--- config.mk ---
export PLATFORM = sky130hd
export DESIGN_NAME = mem_port_arbiter_flat
export DESIGN_NICKNAME = d
export VERILOG_FILES = /design/src/rtl/mem_port_arbiter_if.sv /design/src/rtl/mem_port_arbiter.sv /design/src/flat_wrapper.sv
export SDC_FILE = /design/constraint.sdc
export NUM_CORES = 1
export LEC_CHECK = 0
export ABC_AREA = 1
export CORE_AREA = 2 2 92 94
export DETAILED_ROUTE_END_ITERATION = 10
export DIE_AREA = 0 0 94 96
export MAX_ROUTING_LAYER = met4
export PLACE_DENSITY = 0.75
export SETUP_SLACK_MARGIN = 0.3
export SYNTH_ARGS = -nofsm -noshare
export SYNTH_HDL_FRONTEND = slang
export SYNTH_SLANG_ARGS = --single-unit
export TNS_END_PERCENT = 50
--- constraint.sdc ---
create_clock -name clk -period 1.5 [get_ports clk]
set_clock_uncertainty 0.15 [all_clocks]
set_input_delay 0.3 -clock clk [delete_from_list [all_inputs] [get_ports clk]]
set_output_delay 0.3 -clock clk [all_outputs]
set_load 0.02 [all_outputs]
--- src/rtl/mem_port_arbiter_if.sv ---
// ---------------------------------------------------------------------------
// mem_port_arbiter_if
//
// Bundles every signal between the two memory requesters, the shared memory
// array and mem_port_arbiter.
//
//   slave  : arbiter view (requests and mem_rdata in; grants, responses,
//            lock status and the memory command out)
//   master : environment view (requesters plus memory array)
//
// Signal groups:
//   p0_* / p1_*   request/grant handshake and read response per port
//   p1_lock       port 1 asks for exclusive ownership
//   lock_active   exclusive ownership in effect
//   mem_*         single-port memory command and read data
// ---------------------------------------------------------------------------
interface mem_port_arbiter_if #(
  parameter int ADDR_WIDTH = 10,
  parameter int DATA_WIDTH = 32
) ();

  // Port 0 (CPU side)
  logic                  p0_req;
  logic                  p0_we;
  logic [ADDR_WIDTH-1:0] p0_addr;
  logic [DATA_WIDTH-1:0] p0_wdata;
  logic                  p0_gnt;
  logic                  p0_rvalid;
  logic [DATA_WIDTH-1:0] p0_rdata;

  // Port 1 (JTAG programming controller)
  logic                  p1_req;
  logic                  p1_we;
  logic [ADDR_WIDTH-1:0] p1_addr;
  logic [DATA_WIDTH-1:0] p1_wdata;
  logic                  p1_gnt;
  logic                  p1_rvalid;
  logic [DATA_WIDTH-1:0] p1_rdata;

  // Exclusive ownership
  logic                  p1_lock;
  logic                  lock_active;

  // Memory array side
  logic                  mem_en;
  logic                  mem_we;
  logic [ADDR_WIDTH-1:0] mem_addr;
  logic [DATA_WIDTH-1:0] mem_wdata;
  logic [DATA_WIDTH-1:0] mem_rdata;

  modport slave (
    input  p0_req, p0_we, p0_addr, p0_wdata,
    input  p1_req, p1_we, p1_addr, p1_wdata,
    input  p1_lock,
    input  mem_rdata,
    output p0_gnt, p0_rvalid, p0_rdata,
    output p1_gnt, p1_rvalid, p1_rdata,
    output lock_active,
    output mem_en, mem_we, mem_addr, mem_wdata
  );

  modport master (
    output p0_req, p0_we, p0_addr, p0_wdata,
    output p1_req, p1_we, p1_addr, p1_wdata,
    output p1_lock,
    output mem_rdata,
    input  p0_gnt, p0_rvalid, p0_rdata,
    input  p1_gnt, p1_rvalid, p1_rdata,
    input  lock_active,
    input  mem_en, mem_we, mem_addr, mem_wdata
  );

endinterface : mem_port_arbiter_if

--- src/rtl/mem_port_arbiter.sv ---
// ---------------------------------------------------------------------------
// mem_port_arbiter
//
// Shares the single read/write port of the instruction/data memory between
// the CPU requester (port 0) and the JTAG programming controller (port 1).
//
// Ports:
//   clk   single clock, rising edge
//   rst   synchronous, active-high reset
//   bus   mem_port_arbiter_if.slave (handshakes, lock, memory command)
//
// Behaviour summary:
//   - Port 1 has priority on contention; port 0 is forced through after it
//     has waited STARVE_LIMIT consecutive cycles.
//   - p1_lock walks SHARED -> DRAIN -> LOCKED.  Port 0 is blocked from the
//     very cycle p1_lock rises; DRAIN lets an in-flight port 0 read return
//     before lock_active is reported.
//   - Reads return one cycle after the grant, steered to the granting port.
//   - While rst is high every output is held at 0, so stale state is never
//     visible during the reset cycles and a pending response is dropped.
// ---------------------------------------------------------------------------
module mem_port_arbiter #(
  parameter int ADDR_WIDTH   = 10,
  parameter int DATA_WIDTH   = 32,
  parameter int STARVE_LIMIT = 8     // legal range 1..255
) (
  input  logic              clk,
  input  logic              rst,
  mem_port_arbiter_if.slave bus
);

  localparam int CNT_W = $clog2(STARVE_LIMIT + 1);
  localparam logic [CNT_W-1:0] CNT_MAX = CNT_W'(STARVE_LIMIT);

  typedef enum logic [1:0] {
    ST_SHARED = 2'd0,
    ST_DRAIN  = 2'd1,
    ST_LOCKED = 2'd2
  } state_t;

  state_t            state_q, state_d;
  logic [CNT_W-1:0]  wait_q,  wait_d;
  logic              pend0_q, pend1_q;

  logic              p0_eligible;
  logic              starved;
  logic              p0_win;
  logic              p0_gnt, p1_gnt;
  logic              mem_we_mux;
  logic [ADDR_WIDTH-1:0] mem_addr_mux;
  logic [DATA_WIDTH-1:0] mem_wdata_mux;

  // -------------------------------------------------------------------------
  // Next-state logic
  // -------------------------------------------------------------------------
  always_comb begin : next_state
    // NOTE: every variable in a combinational block gets a default first, so
    // no path leaves it unassigned and no latch is inferred.
    state_d = state_q;
    unique case (state_q)
      ST_SHARED: if (bus.p1_lock) state_d = ST_DRAIN;
      ST_DRAIN: begin
        if (!bus.p1_lock)  state_d = ST_SHARED;
        else if (!pend0_q) state_d = ST_LOCKED;
      end
      ST_LOCKED: if (!bus.p1_lock) state_d = ST_SHARED;
      default:   state_d = ST_SHARED;
    endcase
  end

  // -------------------------------------------------------------------------
  // Arbitration
  // -------------------------------------------------------------------------
  // p1_lock is looked at directly in SHARED so port 0 is shut out in the same
  // cycle the lock request appears, not one cycle later.
  assign p0_eligible = (state_q == ST_SHARED) && !bus.p1_lock;
  assign starved     = (wait_q == CNT_MAX);

  // Port 0 wins when eligible and either alone or starved; otherwise any
  // port 1 request wins.  Grants are mutually exclusive by construction.
  assign p0_win = p0_eligible && bus.p0_req && (!bus.p1_req || starved);
  assign p0_gnt = !rst && p0_win;
  assign p1_gnt = !rst && bus.p1_req && !p0_win;

  // Memory command: granted port's fields, all zero when idle.
  always_comb begin : mem_mux
    mem_we_mux    = 1'b0;
    mem_addr_mux  = '0;
    mem_wdata_mux = '0;
    if (p0_gnt) begin
      mem_we_mux    = bus.p0_we;
      mem_addr_mux  = bus.p0_addr;
      mem_wdata_mux = bus.p0_wdata;
    end else if (p1_gnt) begin
      mem_we_mux    = bus.p1_we;
      mem_addr_mux  = bus.p1_addr;
      mem_wdata_mux = bus.p1_wdata;
    end
  end

  // -------------------------------------------------------------------------
  // Starvation counter: counts consecutive refused port 0 cycles while the
  // arbiter stays in SHARED; any grant, idle cycle or lock request clears it.
  // -------------------------------------------------------------------------
  always_comb begin : wait_next
    wait_d = '0;
    if (p0_eligible && bus.p0_req && !p0_gnt) begin
      wait_d = starved ? wait_q : wait_q + CNT_W'(1);
    end
  end

  // -------------------------------------------------------------------------
  // State registers
  // -------------------------------------------------------------------------
  always_ff @(posedge clk) begin
    // NOTE: non-blocking assignments so every register samples the values
    // from before this edge, independent of statement order.
    if (rst) begin
      state_q <= ST_SHARED;
      wait_q  <= '0;
      pend0_q <= 1'b0;
      pend1_q <= 1'b0;
    end else begin
      state_q <= state_d;
      wait_q  <= wait_d;
      pend0_q <= p0_gnt && !bus.p0_we;
      pend1_q <= p1_gnt && !bus.p1_we;
    end
  end

  // -------------------------------------------------------------------------
  // Outputs
  // -------------------------------------------------------------------------
  assign bus.p0_gnt      = p0_gnt;
  assign bus.p1_gnt      = p1_gnt;
  assign bus.p0_rvalid   = !rst && pend0_q;
  assign bus.p1_rvalid   = !rst && pend1_q;
  assign bus.p0_rdata    = bus.p0_rvalid ? bus.mem_rdata : '0;
  assign bus.p1_rdata    = bus.p1_rvalid ? bus.mem_rdata : '0;
  assign bus.lock_active = !rst && (state_q == ST_LOCKED);

  assign bus.mem_en    = p0_gnt || p1_gnt;
  assign bus.mem_we    = mem_we_mux;
  assign bus.mem_addr  = mem_addr_mux;
  assign bus.mem_wdata = mem_wdata_mux;

endmodule : mem_port_arbiter

--- src/flat_wrapper.sv ---
// flat-port wrapper written by rule: the top's interface ports become plain ports
module mem_port_arbiter_flat 
#(
  parameter int ADDR_WIDTH   = 10,
  parameter int DATA_WIDTH   = 32,
  parameter int STARVE_LIMIT = 8                          
)
  (clk, rst, bus_p0_req, bus_p0_we, bus_p0_addr, bus_p0_wdata, bus_p1_req, bus_p1_we, bus_p1_addr, bus_p1_wdata, bus_p1_lock, bus_mem_rdata, bus_p0_gnt, bus_p0_rvalid, bus_p0_rdata, bus_p1_gnt, bus_p1_rvalid, bus_p1_rdata, bus_lock_active, bus_mem_en, bus_mem_we, bus_mem_addr, bus_mem_wdata);
  mem_port_arbiter_if #(.ADDR_WIDTH(ADDR_WIDTH), .DATA_WIDTH(DATA_WIDTH)) bus_i ();
  input  logic clk;
  input  logic rst;
  input wire logic [$bits(bus_i.p0_req)-1:0] bus_p0_req;
  input wire logic [$bits(bus_i.p0_we)-1:0] bus_p0_we;
  input wire logic [$bits(bus_i.p0_addr)-1:0] bus_p0_addr;
  input wire logic [$bits(bus_i.p0_wdata)-1:0] bus_p0_wdata;
  input wire logic [$bits(bus_i.p1_req)-1:0] bus_p1_req;
  input wire logic [$bits(bus_i.p1_we)-1:0] bus_p1_we;
  input wire logic [$bits(bus_i.p1_addr)-1:0] bus_p1_addr;
  input wire logic [$bits(bus_i.p1_wdata)-1:0] bus_p1_wdata;
  input wire logic [$bits(bus_i.p1_lock)-1:0] bus_p1_lock;
  input wire logic [$bits(bus_i.mem_rdata)-1:0] bus_mem_rdata;
  output wire logic [$bits(bus_i.p0_gnt)-1:0] bus_p0_gnt;
  output wire logic [$bits(bus_i.p0_rvalid)-1:0] bus_p0_rvalid;
  output wire logic [$bits(bus_i.p0_rdata)-1:0] bus_p0_rdata;
  output wire logic [$bits(bus_i.p1_gnt)-1:0] bus_p1_gnt;
  output wire logic [$bits(bus_i.p1_rvalid)-1:0] bus_p1_rvalid;
  output wire logic [$bits(bus_i.p1_rdata)-1:0] bus_p1_rdata;
  output wire logic [$bits(bus_i.lock_active)-1:0] bus_lock_active;
  output wire logic [$bits(bus_i.mem_en)-1:0] bus_mem_en;
  output wire logic [$bits(bus_i.mem_we)-1:0] bus_mem_we;
  output wire logic [$bits(bus_i.mem_addr)-1:0] bus_mem_addr;
  output wire logic [$bits(bus_i.mem_wdata)-1:0] bus_mem_wdata;
  assign bus_i.p0_req = bus_p0_req;
  assign bus_i.p0_we = bus_p0_we;
  assign bus_i.p0_addr = bus_p0_addr;
  assign bus_i.p0_wdata = bus_p0_wdata;
  assign bus_i.p1_req = bus_p1_req;
  assign bus_i.p1_we = bus_p1_we;
  assign bus_i.p1_addr = bus_p1_addr;
  assign bus_i.p1_wdata = bus_p1_wdata;
  assign bus_i.p1_lock = bus_p1_lock;
  assign bus_i.mem_rdata = bus_mem_rdata;
  assign bus_p0_gnt = bus_i.p0_gnt;
  assign bus_p0_rvalid = bus_i.p0_rvalid;
  assign bus_p0_rdata = bus_i.p0_rdata;
  assign bus_p1_gnt = bus_i.p1_gnt;
  assign bus_p1_rvalid = bus_i.p1_rvalid;
  assign bus_p1_rdata = bus_i.p1_rdata;
  assign bus_lock_active = bus_i.lock_active;
  assign bus_mem_en = bus_i.mem_en;
  assign bus_mem_we = bus_i.mem_we;
  assign bus_mem_addr = bus_i.mem_addr;
  assign bus_mem_wdata = bus_i.mem_wdata;
  mem_port_arbiter #(.ADDR_WIDTH(ADDR_WIDTH), .DATA_WIDTH(DATA_WIDTH), .STARVE_LIMIT(STARVE_LIMIT)) u_core (.clk(clk), .rst(rst), .bus(bus_i));
endmodule
## After elaboration in Yosys (flattened, before gate mapping)

Index checks and enable logic that the tools add are counted.
Widths: inputs -> output; s select.

| storage, ports and cells | value |
|---|---|
| register bits after elaboration | 8 |
| input bits | 123 |
| output and inout bits | 113 |
| word-level logic and storage cells | 49 |

| cells by class | value |
|---|---|
| add/subtract/negate cells | 1 |
| equal/unequal tests | 6 |
| muxes and demuxes | 13 |
| bitwise logic cells | 1 |
| reduce and logical (&&, ||, !) cells | 24 |

Operators by type and width:

| kind | number |
|---|---|
| $mux 32 | 4 |
| $mux 10 | 2 |
| $logic_and 1x1->1 | 12 |
| $mux 2 | 4 |
| $logic_not 1->1 | 7 |
| $pmux 2 s3 | 1 |
| $add 4x1->4 const B | 1 |
| $eq 4x4->1 const B | 1 |
| $ne 2x2->1 const B | 2 |
| $ne 3x3->1 const B | 1 |
| $reduce_and 3->1 | 1 |
| $eq 2x1->1 const B | 1 |
| $eq 2x2->1 const B | 1 |
| $logic_not 2->1 | 1 |
| $logic_or 1x1->1 | 2 |
| $mux 1 | 2 |
| $reduce_or 2->1 | 1 |
| $not 1->1 | 1 |

## Logic depth before layout (Yosys ltp)

| logic depth | value |
|---|---|
| depth in word-level cells | 9 |
| depth in mapped cells | 8 |
| depth with buffers taken out | 8 |

## Least setup slack after synthesis

Ideal clock, no wire load.

| timing | value |
|---|---|
| kind | register to output |
| start point | register u_core.pend0_q |
| end point | output bus_p0_rdata[0] |
| arrival | 1,239 ps |
| data required time | 1,050 ps |
| slack | -189 ps |
| cell stages (with the launch flop) | 6 |
| buffers on the path | 1 |
| cells stage by stage | dfxtp_1 -> inv_1 -> nor2_1 -> inv_2 -> buf_2 -> nor2_1 |

| between the ends | value |
|---|---|
| longest elaborated chain between the ends | 2 |

RTL lines:

| what | RTL line | RTL |
|---|---|---|
| start, declared | mem_port_arbiter.sv:43 | `logic pend0_q, pend1_q;` |
| start signal, assigned | mem_port_arbiter.sv:126 | `pend0_q <= p0_gnt && !bus.p0_we;` |
| $logic_and 1x1->1 | mem_port_arbiter.sv:136 | `assign bus.p0_rvalid = !rst && pend0_q;` |
| net bus_p0_rvalid | flat_wrapper.sv:23 | `output wire logic [$bits(bus_i.p0_rvalid)-1:0] bus_p0_rvalid;` |
| $mux 32 | mem_port_arbiter.sv:138 | `assign bus.p0_rdata = bus.p0_rvalid ? bus.mem_rdata : '0;` |
| end, declared | flat_wrapper.sv:24 | `output wire logic [$bits(bus_i.p0_rdata)-1:0] bus_p0_rdata;` |

The timed path passes the listed nets, and every way through them passes these cells.

## Worst setup path after layout

| timing | value |
|---|---|
| start point | register u_core.wait_q[0] |
| end point | output bus_mem_wdata[8] |

| between the ends | value |
|---|---|
| longest elaborated chain between the ends | 7 |

RTL lines:

| what | RTL line | RTL |
|---|---|---|
| start, declared | mem_port_arbiter.sv:42 | `logic [CNT_W-1:0] wait_q, wait_d;` |
| start signal, assigned | mem_port_arbiter.sv:125 | `wait_q <= wait_d;` |
| $eq 4x4->1 (*) | mem_port_arbiter.sv:77 | `assign starved = (wait_q == CNT_MAX);` |
| $logic_or 1x1->1 (*) | mem_port_arbiter.sv:81 | `assign p0_win = p0_eligible && bus.p0_req && (!bus.p1_req \|\| starved);` |
| $logic_and 1x1->1 (*) | mem_port_arbiter.sv:81 |  |
| $logic_not 1->1 | mem_port_arbiter.sv:83 | `assign p1_gnt = !rst && bus.p1_req && !p0_win;` |
| $logic_and 1x1->1 | mem_port_arbiter.sv:83 |  |
| $mux 32 | mem_port_arbiter.sv:94 | `end else if (p1_gnt) begin` |
| $mux 32 (*) | mem_port_arbiter.sv:90 | `if (p0_gnt) begin` |
| end, declared | flat_wrapper.sv:32 | `output wire logic [$bits(bus_i.mem_wdata)-1:0] bus_mem_wdata;` |

Every way passes the cells marked *; elsewhere a longest branch is shown, timed or not.

==> results.toml <==
[floorplanning]
core_um2 = 8050
rows = 33
die_x_um = 94
die-area_um2 = 9020
start_util_pct = 19.3
ios = 236
die_h_um = 96

[clocking]
path_clk_slew_ns = 0.04
worstSkewPairLatency_ns = 0.22
numCtsBuffers = 3
cts.sinks = 8
clock-root-buffer = "clkbuf_8"
clockBufferDepth = 2
cts_tree = "done"
htree_levels = 1
cts-hold-fix-buffers = 0

[worst_setup_path]
reg2reg_slack_ns = -0.19
r2r-end = "u_core.pend1_q$_SDFF_PP0_"
arrival_ns = 1.64
cpPeakStageDelay_ns = 0.32
slowest_stage = "dfxtp_2"
crit_type = "flop to output port"
crit_fanout = 6
crit_path_frequent_cell = "buf_6"
ff2ff_path_depth = 11
worstPathRequired_ns = 1.05
end_kind = "output port"
worstReg2RegStart = "u_core.wait_q[0]$_SDFFE_PP0N_"
cp_cell_sequence = "inv_2 -> ha_4 -> nand2_4 -> nor2_4 -> nand3_4 -> buf_6 -> buf_6 -> nand3_2 -> nand2_2 -> buf_6"
cp-start-kind = "flop"

[timing]
slew_headroom_pct = 85.7
min_period_ns = 2.09
rsz0062_at_grt = "yes"
setup_viol = 111
worst_slew_pin_slew_ns = 0.214
maxSlewViolCount = 0
hold_ws_ns = 0.318
finalHoldViolCount = 0
setup_ws_ns = -0.588
timing.fmax_ghz = 0.479
period_share_pct = 139

[job]
max_cap_viol_count = 0

[synth]
ys_seq_area_share_pct = 10.3
syn_area_per_cell_um2 = 5.07
syn-cell-area_um2 = 1550
syn_inst = 306
yosys_register_bits = 8
synth.net_count = 431
synth.distinct_cells = 19
yosysWarnings = 0

[placement]
hpwl_um = 7340
dp.cells = 661
io_buffers = 235
routabilityCongestion = 0.817
post_dp_cell_area_um2 = 4650

[final_layout]
synthToLayoutAreaGrowth_pct = 256
drive_gt1_share_pct = 61.9
final_area_um2 = 5520
instances_no_fill = 694
nets = 715

[power_and_ir_drop]
leakagePower_nw = 2.56
power.density_nw_per_um2 = 282
ir_worst_vdd_v = 0.000206

[drt]
drt_wl_total_um = 10700
vias = 3161
wire_per_inst_um = 15.4
viasPerCell = 4.55
drt-pass1-iter-count = 4
drt_iter0_drc = 61
drcViolationCount = 0
antenna_left = 0

[grt]
overflow = 0
grt_max_degree = 33
antenna_found_initial = 0
grt_pass1_vias = 2928
grt_util_all_layers_pct = 19.8
grt_pass1_wl_um = 13800

[hold_path]
min_path_type = "flop to flop"
min_from = "u_core.state_q[0]$_SDFFE_PP0P_"
min_to = "u_core.state_q[0]$_SDFFE_PP0P_"
worstHoldPathCells = 1

[status]
status = "finished, violations left"
violations = "negative setup slack"
==> cell usage in the layout (no fill, tap or decap) <==
| cell | n |
|---|---|
| a21oi_1 | 1 |
| buf_12 | 8 |
| buf_16 | 3 |
| buf_2 | 6 |
| buf_4 | 56 |
| buf_6 | 101 |
| buf_8 | 4 |
| bufbuf_16 | 1 |
| clkbuf_16 | 1 |
| clkbuf_8 | 3 |
| clkdlybuf4s50_1 | 110 |
| dfxtp_1 | 2 |
| dfxtp_2 | 5 |
| dfxtp_4 | 1 |
| diode_2 | 1 |
| dlygate4sd2_1 | 3 |
| dlymetal6s2s_1 | 8 |
| ha_1 | 1 |
| ha_4 | 1 |
| inv_1 | 15 |
| inv_2 | 29 |
| inv_4 | 1 |
| inv_6 | 1 |
| nand2_1 | 14 |
| nand2_2 | 34 |
| nand2_4 | 9 |
| nand3_1 | 49 |
| nand3_2 | 33 |
| nand3_4 | 7 |
| nor2_1 | 18 |
| nor2_2 | 10 |
| nor2_4 | 49 |
| o22ai_1 | 1 |
| or2_2 | 1 |
| xnor2_1 | 1 |
| xor2_1 | 1 |
==> per-layer routing <==
layer | GRT usage [%] | up-vias | share of wire, %
li1 | - | 1527 | -
met1 | 21.0 | 1465 | 36
met2 | 38.2 | 163 | 55
met3 | 3.52 | 6 | 8.5
met4 | 4.35 | 0 | 0.62
met5 | - | - | 0
==> state kept, by name (all words and copies together) (netlist names) <==
register / count
u_core.pend1_q: 1
u_core.wait_q: 4
u_core.pend0_q: 1
u_core.state_q: 2
==> power breakdown <==
part	internal (W)	switching (W)	total [W]
logic	0.000603	0.000481	0.00108
registers	0.000219	0.00000585	0.000225
clock network	0.000173	0.0000769	0.000250
==> what timing repair did <==
| action | in CTS | in global routing |
|---|---|---|
| resized for setup | 511 | 282 |
| gates cloned | 6 | 2 |
| pin swaps | 11 | 29 |
| endpoints found under the setup margin | 121 | 119 |
| buffers inserted | 16 | 5 |
==> how the worst max path moves through the flow <==
stage | startpoint | end | slack (ns) | depth (start not counted)
2_1_floorplan | u_core.wait_q[1]$_SDFFE_PP0N_ | bus_mem_wdata[16] | -0.09 | 8
3_3_place_gp | bus_p0_req | bus_mem_wdata[9] | -1.16 | 9
3_5_place_dp | bus_p0_req | bus_mem_addr[3] | -1.16 | 9
4_1_cts | u_core.wait_q[0]$_SDFFE_PP0N_ | bus_mem_addr[2] | -0.61 | 9
5_1_grt | u_core.wait_q[0]$_SDFFE_PP0N_ | bus_mem_addr[9] | -0.67 | 10
6_report | u_core.wait_q[0]$_SDFFE_PP0N_ | bus_mem_wdata[8] | -0.59 | 10
==> synth_stat cells <==
cell type	count	share of area [%]
ha_1	2	1.6
buf_6	7	5.1
nor2_2	1	0.40
nand3_2	1	0.65
xnor2_1	1	0.57
or2_2	1	0.40
a21oi_1	1	0.32
buf_4	5	2.4
nor2_1	72	17
inv_1	43	10
dfxtp_1	8	10
o22ai_1	1	0.40
buf_2	10	3.2
inv_2	3	0.73
nor2_4	4	2.9
nand3_1	88	28
xor2_1	1	0.57
nand2_1	55	13
nand2_2	2	0.81
==> worst max-delay path: cells and delay by family, from the launching register on <==
family        cells  cell delay (ns)
simple gates      5             0.47
buf+inv           4             0.48
flops             1             0.32
fa+ha+maj         1             0.15
==> per-stage QoR <==
| step | setup WS (ns) | TNS [ns] | power (W) | util [%] |
|---|---|---|---|---|
| after floorplan | -0.0895 | -3.08 | 0.000579 | - |
| after global placement | -1.16 | -111.63 | 0.00114 | 57.8 |
| after detailed placement | -1.16 | -112.45 | 0.00115 | 57.8 |
| after CTS | -0.613 | -36.45 | 0.00144 | 61.3 |
| after global routing | -0.666 | -40.12 | 0.00165 | 68.5 |
| final | -0.588 | -32.82 | 0.00156 | 68.6 |
==> final cells by class <==
type | instances | area (um^2)
Antenna cell | 1 | 2.50
Clock buffer | 3 | 41.3
Fill cell | 613 | 2530
Inverter | 46 | 180
Multi-Input combinational cell | 230 | 1820
Sequential cell | 8 | 170
Tap cell | 105 | 131
Timing Repair Buffer | 301 | 3180
==> kinds of logic after synthesis <==
logic type | Yosys count | share of synthesized area, %
buffers and inverters | 68 | 21.9
and+or+nand+nor | 224 | 64.3
DFF | 8 | 10.3
adders and majority gates | 2 | 1.61
xor gates and xnor gates | 2 | 1.13
AOI/OAI and AO/OA | 2 | 0.726
Power figures use the tool's default switching activity.
